## config.mk

```make
export PLATFORM = sky130hd
export DESIGN_NAME = shift_match_sched_flat
export DESIGN_NICKNAME = d
export VERILOG_FILES = /design/src/rtl/shift_match_sched_if.sv /design/src/rtl/shift_match_sched.sv /design/src/flat_wrapper.sv
export SDC_FILE = /design/constraint.sdc
export NUM_CORES = 1
export LEC_CHECK = 0
export CAP_MARGIN = 25
export CORE_MARGIN = 8
export CORE_UTILIZATION = 50
export CTS_CLUSTER_SIZE = 20
export DETAILED_ROUTE_END_ITERATION = 7
export GPL_TIMING_DRIVEN = 1
export PLACE_DENSITY_LB_ADDON = 0.2
export SETUP_SLACK_MARGIN = 0.1
export SLEW_MARGIN = 20
export SYNTH_ARGS = -nofsm -noshare
export SYNTH_HDL_FRONTEND = slang
export SYNTH_SLANG_ARGS = --single-unit
```

## constraint.sdc

```tcl
create_clock -name clk -period 4.9 [get_ports clk]
set_input_delay 0.98 -clock clk [delete_from_list [all_inputs] [get_ports clk]]
set_output_delay 0.98 -clock clk [all_outputs]
set_load 0.01 [all_outputs]
```

## src/rtl/shift_match_sched_if.sv

```systemverilog
// Command and response bundle for shift_match_sched: two requester channels
// plus a single valid/ready result channel.
interface shift_match_sched_if #(
  parameter int W  = 8,
  parameter int SW = 3
);
  logic          req0_valid;
  logic          req0_ready;
  logic [W-1:0]  req0_data;
  logic [SW-1:0] req0_lsh;
  logic [SW-1:0] req0_rsh;
  logic [W-1:0]  req0_key;

  logic          req1_valid;
  logic          req1_ready;
  logic [W-1:0]  req1_data;
  logic [SW-1:0] req1_lsh;
  logic [SW-1:0] req1_rsh;
  logic [W-1:0]  req1_key;

  logic          rsp_valid;
  logic          rsp_ready;
  logic          rsp_id;
  logic [W-1:0]  rsp_value;
  logic          rsp_match;

  // Requesters and result consumer.
  modport master (
    output req0_valid, req0_data, req0_lsh, req0_rsh, req0_key,
    input  req0_ready,
    output req1_valid, req1_data, req1_lsh, req1_rsh, req1_key,
    input  req1_ready,
    input  rsp_valid, rsp_id, rsp_value, rsp_match,
    output rsp_ready
  );

  // The scheduler itself.
  modport slave (
    input  req0_valid, req0_data, req0_lsh, req0_rsh, req0_key,
    output req0_ready,
    input  req1_valid, req1_data, req1_lsh, req1_rsh, req1_key,
    output req1_ready,
    output rsp_valid, rsp_id, rsp_value, rsp_match,
    input  rsp_ready
  );
endinterface

```

## src/rtl/shift_match_sched.sv

```systemverilog
// Round-robin scheduler for one shared bit-serial shift-then-compare unit:
// computes (data << lsh) >> rsh in W bits and flags equality with key.
module shift_match_sched #(
  parameter int W  = 8,
  parameter int SW = 3
) (
  input  logic                  clk,
  input  logic                  rst_n,
  shift_match_sched_if.slave    bus,
  output logic                  busy
);

  typedef enum logic [2:0] {IDLE, SHL, SHR, CMP, RESP} state_e;

  state_e        state_q, state_d;
  logic          rr_q, rr_d;
  logic          id_q, id_d;
  logic [W-1:0]  value_q, value_d;
  logic [W-1:0]  key_q, key_d;
  logic [SW-1:0] lsh_q, lsh_d;
  logic [SW-1:0] rsh_q, rsh_d;
  logic          match_q, match_d;

  // Arbitration: req1 wins when it is alone or when the pointer favours it.
  logic          gnt1;
  logic          accept;
  logic [W-1:0]  sel_data, sel_key;
  logic [SW-1:0] sel_lsh, sel_rsh;

  assign gnt1     = bus.req1_valid && (!bus.req0_valid || rr_q);
  assign accept   = (state_q == IDLE) && (bus.req0_valid || bus.req1_valid);
  assign sel_data = gnt1 ? bus.req1_data : bus.req0_data;
  assign sel_key  = gnt1 ? bus.req1_key  : bus.req0_key;
  assign sel_lsh  = gnt1 ? bus.req1_lsh  : bus.req0_lsh;
  assign sel_rsh  = gnt1 ? bus.req1_rsh  : bus.req0_rsh;

  // NOTE: sequential state uses non-blocking assignments so every register
  // samples the pre-edge values of the others, independent of block order.
  always_ff @(posedge clk or negedge rst_n) begin
    if (!rst_n) state_q <= IDLE;
    else        state_q <= state_d;
  end

  // NOTE: each combinational output gets a default first, so no path through
  // the case statement can leave it unassigned and infer a latch.
  always_comb begin
    state_d = state_q;
    unique case (state_q)
      IDLE: if (accept) state_d = (sel_lsh != '0) ? SHL :
                                  (sel_rsh != '0) ? SHR : CMP;
      SHL:  if (lsh_q == SW'(1)) state_d = (rsh_q != '0) ? SHR : CMP;
      SHR:  if (rsh_q == SW'(1)) state_d = CMP;
      CMP:  state_d = RESP;
      RESP: if (bus.rsp_ready) state_d = IDLE;
      default: state_d = IDLE;
    endcase
  end

  // Ready is masked by rst_n so nothing is acknowledged while reset is held.
  always_comb begin
    busy           = (state_q != IDLE);
    bus.req0_ready = rst_n && accept && !gnt1;
    bus.req1_ready = rst_n && accept &&  gnt1;
    bus.rsp_valid  = (state_q == RESP);
    bus.rsp_id     = id_q;
    bus.rsp_value  = (state_q == RESP) ? value_q : '0;
    bus.rsp_match  = (state_q == RESP) ? match_q : 1'b0;
  end

  // Datapath next-state: operands are captured only on the accept cycle.
  always_comb begin
    rr_d    = rr_q;
    id_d    = id_q;
    value_d = value_q;
    key_d   = key_q;
    lsh_d   = lsh_q;
    rsh_d   = rsh_q;
    match_d = match_q;
    unique case (state_q)
      IDLE: if (accept) begin
        value_d = sel_data;
        key_d   = sel_key;
        lsh_d   = sel_lsh;
        rsh_d   = sel_rsh;
        id_d    = gnt1;
        rr_d    = ~gnt1;
      end
      SHL: begin
        value_d = {value_q[W-2:0], 1'b0};
        lsh_d   = lsh_q - SW'(1);
      end
      SHR: begin
        value_d = {1'b0, value_q[W-1:1]};
        rsh_d   = rsh_q - SW'(1);
      end
      CMP:  match_d = (value_q == key_q);
      RESP: if (bus.rsp_ready) begin
        value_d = '0;
        match_d = 1'b0;
      end
      default: ;
    endcase
  end

  always_ff @(posedge clk or negedge rst_n) begin
    if (!rst_n) begin
      rr_q    <= 1'b0;
      id_q    <= 1'b0;
      value_q <= '0;
      key_q   <= '0;
      lsh_q   <= '0;
      rsh_q   <= '0;
      match_q <= 1'b0;
    end else begin
      rr_q    <= rr_d;
      id_q    <= id_d;
      value_q <= value_d;
      key_q   <= key_d;
      lsh_q   <= lsh_d;
      rsh_q   <= rsh_d;
      match_q <= match_d;
    end
  end

endmodule

```

## src/flat_wrapper.sv

```systemverilog
// flat-port wrapper written by rule: the top's interface ports become plain ports
module shift_match_sched_flat 
#(
  parameter int W  = 8,
  parameter int SW = 3
)
  (clk, rst_n, busy, bus_req0_valid, bus_req0_data, bus_req0_lsh, bus_req0_rsh, bus_req0_key, bus_req0_ready, bus_req1_valid, bus_req1_data, bus_req1_lsh, bus_req1_rsh, bus_req1_key, bus_req1_ready, bus_rsp_valid, bus_rsp_id, bus_rsp_value, bus_rsp_match, bus_rsp_ready);
  shift_match_sched_if #(.W(W), .SW(SW)) bus_i ();
  input  logic clk;
  input  logic rst_n;
  output logic busy;
  input wire logic [$bits(bus_i.req0_valid)-1:0] bus_req0_valid;
  input wire logic [$bits(bus_i.req0_data)-1:0] bus_req0_data;
  input wire logic [$bits(bus_i.req0_lsh)-1:0] bus_req0_lsh;
  input wire logic [$bits(bus_i.req0_rsh)-1:0] bus_req0_rsh;
  input wire logic [$bits(bus_i.req0_key)-1:0] bus_req0_key;
  output wire logic [$bits(bus_i.req0_ready)-1:0] bus_req0_ready;
  input wire logic [$bits(bus_i.req1_valid)-1:0] bus_req1_valid;
  input wire logic [$bits(bus_i.req1_data)-1:0] bus_req1_data;
  input wire logic [$bits(bus_i.req1_lsh)-1:0] bus_req1_lsh;
  input wire logic [$bits(bus_i.req1_rsh)-1:0] bus_req1_rsh;
  input wire logic [$bits(bus_i.req1_key)-1:0] bus_req1_key;
  output wire logic [$bits(bus_i.req1_ready)-1:0] bus_req1_ready;
  output wire logic [$bits(bus_i.rsp_valid)-1:0] bus_rsp_valid;
  output wire logic [$bits(bus_i.rsp_id)-1:0] bus_rsp_id;
  output wire logic [$bits(bus_i.rsp_value)-1:0] bus_rsp_value;
  output wire logic [$bits(bus_i.rsp_match)-1:0] bus_rsp_match;
  input wire logic [$bits(bus_i.rsp_ready)-1:0] bus_rsp_ready;
  assign bus_i.req0_valid = bus_req0_valid;
  assign bus_i.req0_data = bus_req0_data;
  assign bus_i.req0_lsh = bus_req0_lsh;
  assign bus_i.req0_rsh = bus_req0_rsh;
  assign bus_i.req0_key = bus_req0_key;
  assign bus_req0_ready = bus_i.req0_ready;
  assign bus_i.req1_valid = bus_req1_valid;
  assign bus_i.req1_data = bus_req1_data;
  assign bus_i.req1_lsh = bus_req1_lsh;
  assign bus_i.req1_rsh = bus_req1_rsh;
  assign bus_i.req1_key = bus_req1_key;
  assign bus_req1_ready = bus_i.req1_ready;
  assign bus_rsp_valid = bus_i.rsp_valid;
  assign bus_rsp_id = bus_i.rsp_id;
  assign bus_rsp_value = bus_i.rsp_value;
  assign bus_rsp_match = bus_i.rsp_match;
  assign bus_i.rsp_ready = bus_rsp_ready;
  shift_match_sched #(.W(W), .SW(SW)) u_core (.clk(clk), .rst_n(rst_n), .bus(bus_i), .busy(busy));
endmodule
```

==> results of run 1 <==
## cell type report
cell class,instances,area (um2)
tap,50,62.56
multi-input combinational,174,1147
fill,352,1245
timing repair buffer,66,650.6
clock buffer,4,55.05
inverter,14,52.55
sequential,28,700.7
## flip-flops by register name, indices dropped and copies added (netlist names)
| name | count |
|---|---|
| u_core.value_q | 8 |
| u_core.lsh_q | 3 |
| u_core.match_q | 1 |
| u_core.key_q | 8 |
| u_core.bus.rsp_id | 1 |
| u_core.state_q | 3 |
| u_core.rr_q | 1 |
| u_core.rsh_q | 3 |
## metrics by stage
stage / util [%] / hold slack [ns] / std cells / instance area, um2 / setup WS, ns
final: 68.19 / 0.5128 / 336 / 2669 / 0.8993
after CTS: 68.19 / 0.5151 / 336 / 2669 / 0.8988
after detailed placement: 66.78 / 0.4923 / 332 / 2614 / 0.9091
after global routing: 68.19 / 0.5256 / 336 / 2669 / 0.7308
after global placement: 66.78 / 0.4815 / 332 / 2614 / 0.9852
after floorplan: - / 0.4659 / 231 / 1988 / 2.148
## power by group through the flow
stage	registers (mW)	clock network (mW)	logic, mW
floorplan	0.429	0	0.662
global placement	0.492	0	0.793
detailed placement	0.496	0	0.813
CTS	0.491	0.150	0.816
global route	0.514	0.160	0.904
finish	0.497	0.147	0.814
## how the worst max path moves through the flow
stage                endpoint  slack [ns]  cells after the start
6_report       bus_req0_ready        0.90                      5
3_5_place_dp   bus_req0_ready        0.91                      5
3_3_place_gp   bus_req1_ready        0.99                      6
2_1_floorplan  bus_req1_ready        2.15                      4
5_1_grt        bus_req0_ready        0.73                      5
4_1_cts        bus_req0_ready        0.90                      5
## metal layers
| layer | up-vias | track usage (%) |
|---|---|---|
| li1 | 959 | - |
| met1 | 934 | 26.50 |
| met5 | - | 0 |
| met2 | 90 | 29.83 |
| met4 | 0 | 4.444 |
| met3 | 9 | 3.725 |
## logic make-up after synthesis
group | after synthesis
AOI/OAI and AO/OA | 82
DFF | 28
and+or+nand+nor | 71
adders and majority gates | 5
muxes | 7
xor gates and xnor gates | 9
buffers and inverters | 29
## Yosys cell counts (3+ instances only)
library cell / count
dfrtp_1: 28
nand2_1: 21
nor2_1: 16
a21oi_1: 14
inv_1: 13
and3_1: 12
o21ai_0: 10
o21ai_1: 10
a22oi_1: 9
a31oi_1: 9
xor2_1: 9
a211oi_1: 8
buf_2: 7
o32ai_1: 6
clkbuf_1: 5
ha_1: 5
mux2i_1: 5
nor2b_1: 4
buf_6: 3
nand3_1: 3
## tightest hold or removal path, delay by kind of cell (launching register included)
family             cells  cell delay [ns]
DFF                    1             0.36
and+or+nand+nor        1             0.05
AOI/OAI and AO/OA      1             0.07
## cell usage in the layout, fill, tap and decap left out, types with 10 or more instances in the layout
cell type	n
a21oi_1	14
and3_1	12
clkdlybuf4s50_1	62
dfrtp_1	28
inv_1	13
nand2_1	21
nor2_1	16
o21ai_0	10
o21ai_1	10
==> impl_metrics.py, run 1 <==
metrics = {
    "synth": {
        "synth_edf_count": 0,
        "synthSimpleGateAreaFrac_pct": 17.94,
        "synthTopCellsByArea": "dfrtp_1, nand2_1, xor2_1, and3_1, a21oi_1",
        "async_flop_share_pct": 100.0,
        "yosys_warnings": 0,
        "synth-seq-area-share_pct": 35.24,
        "synth-compound-area-share_pct": 29.01,
        "synth.avg_cell_area_um2": 8.607,
        "muxShareOfSynthArea_pct": 3.650,
        "synth_top_family_by_area": "compound AO/OA/AOI/OAI gates",
        "synthAdderAreaFrac_pct": 3.147,
        "ys_ff_latch": 28,
        "synth_top_flop_cell": "dfrtp_1",
        "synth_top_area_share_pct": 35.24,
        "syn_nets": 285,
        "synth_area_mm2": 0.001988,
        "synth_top_cell_by_area": "dfrtp_1",
        "synthXorXnorAreaFrac_pct": 3.965,
        "netlist_instances": 231,
        "ys_types": 44,
    },
    "critical_path": {
        "end_kind": "output pin",
        "reg2reg_depth": 4,
        "critPathSlowestCell": "clkdlybuf4s50_1",
        "crit_family": "buffers and inverters",
        "cp_slowest_stage_delay_ns": 0.81,
        "path_cells": "clkdlybuf4s50_1, nor2_1, nor2_1, and3_1, clkdlybuf4s50_1",
        "start_kind": "input pin",
        "r2r_end": "u_core.rsh_q[1]$_DFFE_PN0P_",
        "cp.arrival_ns": 3.02,
        "reg2reg_setup_slack_ns": 2.56,
        "cp_max_fo": 15,
        "path_class": "in -> out",
        "cp.required_ns": 3.92,
        "crit_start": "bus_req1_valid",
        "r2r_start": "u_core.state_q[1]$_DFFE_PN0P_",
        "cp_num_buf_inv": 2,
    },
    "route": {
        "dr.max_layer_used": "met4",
        "drt_iter0_drc": 214,
        "via_count": 1992,
        "wl_met1_mm": 2.680,
        "post-route-drc-count": 0,
        "ant_nets": 0,
        "wl_mm": 5.878,
        "viasPerCell": 5.929,
        "met2_length_mm": 2.695,
        "drt-pass1-iter-count": 5,
        "post_drt_wl_per_cell_um": 17.49,
        "met3_length_um": 435,
    },
    "pwr": {
        "p_switching_mw": 0.6592,
        "p_leak_nw": 1.133,
        "switching_share_pct": 45.21,
        "powerDensity_mw_per_mm2": 546.3,
        "p_int_mw": 0.7988,
        "clock_power_share_pct": 10.1,
        "seqPwrFrac_pct": 34.1,
        "comb_power_share_pct": 55.9,
        "p_total_mw": 1.458,
        "peakVddDrop_v": 0.0002788,
    },
    "timing": {
        "tightest_slew_ns": 0.7412,
        "clock_skew_ns": 0.003943,
        "finalHoldViolations": 0,
        "period_needed_ns": 4.001,
        "fin_setup_tns_ns": 0,
        "slew_headroom_pct": 50.58,
        "clock.fmax_mhz": 250.0,
        "drv_slew": 0,
        "post-route-period-util_pct": 81.65,
        "rsz0062_at_grt": "false",
        "setup_violations": 0,
    },
    "grt": {
        "antenna_found_initial": 0,
        "grt_first_pass_wirelength_mm": 9.639,
        "grt_max_degree": 29,
        "overflow": 0,
        "grt_pass1_vias": 1965,
        "grt_usage_pct": 19.12,
    },
    "hold_path": {
        "hold_depth": 2,
        "min_to": "u_core.bus.rsp_id$_DFFE_PN0P_",
        "worstHoldStart": "u_core.bus.rsp_id$_DFFE_PN0P_",
        "hold_path.class": "reg -> reg",
    },
    "run": {
        "maxCapViolCount": 0,
    },
    "clock_tree": {
        "cts_buffers": 3,
        "clock-sinks": 28,
        "postCtsSetupBuffers": 0,
        "path_clk_slew_ns": 0.10,
        "cts_root_buffer": "clkbuf_8",
        "clock_latency_ns": 0.28,
        "cts-resized-gates": 0,
        "htreeDepth": 1,
        "clk_path_buf_depth": 2,
        "ctsHoldBuffers": 0,
        "cts_tree": "built",
    },
    "floorplanning": {
        "die_h_um": 79.06,
        "start_util_pct": 50.80,
        "rows": 23,
        "coreArea_mm2": 0.003914,
        "dieArea_mm2": 0.006250,
        "fp.dieW_um": 79.06,
        "pin_count": 63,
    },
    "placement": {
        "dp_hpwl_mm": 4.513,
        "port_buffers": 62,
        "place.gp.congestion": 0.9333,
    },
    "layout": {
        "diodes": 0,
        "drive_gt1_share_pct": 5.944,
        "layout.nets": 341,
        "area_growth_pct": 34.24,
    },
    "outcome": {
        "status": "completed",
    },
}
No activity file was read; power rests on OpenSTA's default activity.
==> run 2: changes to the inputs <==
--- a/config.mk
+++ b/config.mk
@@ -7,7 +7,7 @@
 export LEC_CHECK = 0
 export CAP_MARGIN = 25
 export CORE_MARGIN = 8
-export CORE_UTILIZATION = 50
+export CORE_UTILIZATION = 42
 export CTS_CLUSTER_SIZE = 20
 export DETAILED_ROUTE_END_ITERATION = 7
 export GPL_TIMING_DRIVEN = 1
==> constraint.sdc (replaced) <==
create_clock -name clk -period 3.5 [get_ports clk]
set_input_delay 0.7 -clock clk [delete_from_list [all_inputs] [get_ports clk]]
set_output_delay 0.7 -clock clk [all_outputs]
set_load 0.01 [all_outputs]
==> impl_metrics.py, run 2 (synthesis gave the netlist of run 1 again) <==
metrics = {
    "timing": {
        "rsz0062_at_grt": "false",
        "post-route-period-util_pct": 91.66,
        "clock_skew_ns": 0.004654,
        "drv_slew": 0,
        "slew_headroom_pct": 51.58,
        "setup_violations": 0,
        "tightest_slew_ns": 0.7263,
        "finalHoldViolations": 0,
        "period_needed_ns": 3.208,
        "clock.fmax_mhz": 311.7,
        "fin_setup_tns_ns": 0,
    },
    "clock_tree": {
        "ctsHoldBuffers": 0,
        "cts-resized-gates": 0,
        "htreeDepth": 1,
        "clock_latency_ns": 0.28,
        "clk_path_buf_depth": 2,
        "cts_root_buffer": "clkbuf_8",
        "path_clk_slew_ns": 0.10,
        "cts_tree": "built",
        "clock-sinks": 28,
        "postCtsSetupBuffers": 0,
        "cts_buffers": 3,
    },
    "critical_path": {
        "reg2reg_depth": 5,
        "end_kind": "output pin",
        "crit_start": "bus_req1_valid",
        "crit_path_end": "bus_req1_ready",
        "r2r_start": "u_core.state_q[1]$_DFFE_PN0P_",
        "cp.arrival_ns": 2.51,
        "cp_max_fo": 9,
        "r2r_end": "u_core.rsh_q[1]$_DFFE_PN0P_",
        "reg2reg_setup_slack_ns": 1.38,
        "path_class": "in -> out",
        "cp.required_ns": 2.80,
        "start_kind": "input pin",
    },
    "floorplanning": {
        "coreArea_mm2": 0.004629,
        "rows": 25,
        "fp.dieW_um": 84.80,
        "pin_count": 63,
        "dieArea_mm2": 0.007191,
        "die_h_um": 84.80,
        "start_util_pct": 42.95,
    },
    "layout": {
        "layout.nets": 346,
        "reg_top3": "u_core.key_q x8, u_core.value_q x8",
        "layout_common_cells": "clkdlybuf4s50_1, dfrtp_1, nand2_1",
        "area_growth_pct": 37.19,
        "drive_gt1_share_pct": 7.560,
        "diodes": 0,
        "final_common_cell": "clkdlybuf4s50_1",
    },
    "pwr": {
        "seqPwrFrac_pct": 31.6,
        "p_leak_nw": 1.164,
        "p_int_mw": 1.200,
        "comb_power_share_pct": 56.1,
        "p_switching_mw": 0.9356,
        "powerDensity_mw_per_mm2": 782.8,
        "switching_share_pct": 43.82,
        "p_total_mw": 2.135,
        "peakVddDrop_v": 0.0003364,
        "clock_power_share_pct": 12.3,
    },
    "grt": {
        "grt_first_pass_wirelength_mm": 10.04,
        "met3_usage_pct": 2.439,
        "grtUsageMet2_pct": 29.21,
        "top_usage_layer": "met2",
        "antenna_found_initial": 0,
        "overflow": 0,
        "grt_pass1_vias": 2055,
        "grt_max_degree": 27,
        "grt_usage_pct": 17.03,
        "grtUsageMet1_pct": 21.77,
    },
    "route": {
        "viasPerCell": 5.658,
        "via_count": 1952,
        "drt_iter0_drc": 140,
        "post-route-drc-count": 0,
        "ant_nets": 0,
        "drt-pass1-iter-count": 4,
        "post_drt_wl_per_cell_um": 17.30,
        "wl_mm": 5.970,
    },
    "placement": {
        "place.gp.congestion": 0.8575,
        "dp_hpwl_mm": 4.754,
        "port_buffers": 62,
    },
    "outcome": {
        "status": "completed",
    },
    "run": {
        "maxCapViolCount": 0,
    },
    "hold_path": {
        "hold_path.class": "reg -> reg",
    },
}
## run 2: cell types whose count changed in the layout (fill, tap and decap cells not counted)
| cell | delta |
|---|---|
| buf_4 | +5 |
| bufinv_16 | +1 |
| clkbuf_8 | -1 |
## run 2: worst min path at each step
stage / from / end / depth (start not counted)
after floorplan: rst_n / u_core.bus.rsp_id$_DFFE_PN0P_ / 0
after global placement: u_core.bus.rsp_id$_DFFE_PN0P_ / u_core.bus.rsp_id$_DFFE_PN0P_ / 2
after detailed placement: u_core.bus.rsp_id$_DFFE_PN0P_ / u_core.bus.rsp_id$_DFFE_PN0P_ / 2
after CTS: u_core.bus.rsp_id$_DFFE_PN0P_ / u_core.bus.rsp_id$_DFFE_PN0P_ / 2
after global routing: u_core.bus.rsp_id$_DFFE_PN0P_ / u_core.bus.rsp_id$_DFFE_PN0P_ / 2
final: u_core.key_q[4]$_DFFE_PN0P_ / u_core.key_q[4]$_DFFE_PN0P_ / 2
## run 2: layout make-up
| class | instances | area [um2] |
|---|---|---|
| clock buffer | 3 | 41.29 |
| clock inverter | 1 | 30.03 |
| fill | 434 | 1902 |
| inverter | 14 | 52.55 |
| multi-input combinational | 174 | 1147 |
| sequential | 28 | 700.7 |
| tap | 54 | 67.56 |
| timing repair buffer | 71 | 688.2 |
## run 2: worst max-delay path, cell delays in order
cell and delay [ns]:
clkdlybuf4s50_1 0.62, nor2_1 0.18, nor2_1 0.25, and3_1 0.22
clkdlybuf4s50_1 0.54
## run 2: power groups by stage
| stage | combinational, mW | sequential, mW | clock [mW] |
|---|---|---|---|
| after floorplan | 0.927 | 0.600 | 0 |
| after global placement | 1.17 | 0.670 | 0 |
| after detailed placement | 1.20 | 0.678 | 0 |
| after CTS | 1.20 | 0.671 | 0.264 |
| after global routing | 1.35 | 0.699 | 0.279 |
| final | 1.20 | 0.675 | 0.262 |
## run 2: per-stage QoR
stage / worst slack (ns) / std cells / instance area, um2 / utilization [%] / hold WS (ns)
2_1_floorplan: 1.308 / 231 / 1988 / - / 0.4044
3_3_place_gp: 0.3419 / 341 / 2656 / 57.38 / 0.4816
3_5_place_dp: 0.3114 / 341 / 2656 / 57.38 / 0.4820
4_1_cts: 0.3019 / 345 / 2728 / 58.92 / 0.5195
5_1_grt: 0.1632 / 345 / 2728 / 58.92 / 0.5298
6_report: 0.2919 / 345 / 2728 / 58.92 / 0.5159
## run 2: per-layer routing
metal	vias to the layer above	wire, um
li1	966	-
met1	930	2724
met2	54	2984
met3	2	221
met4	0	40
met5	-	0
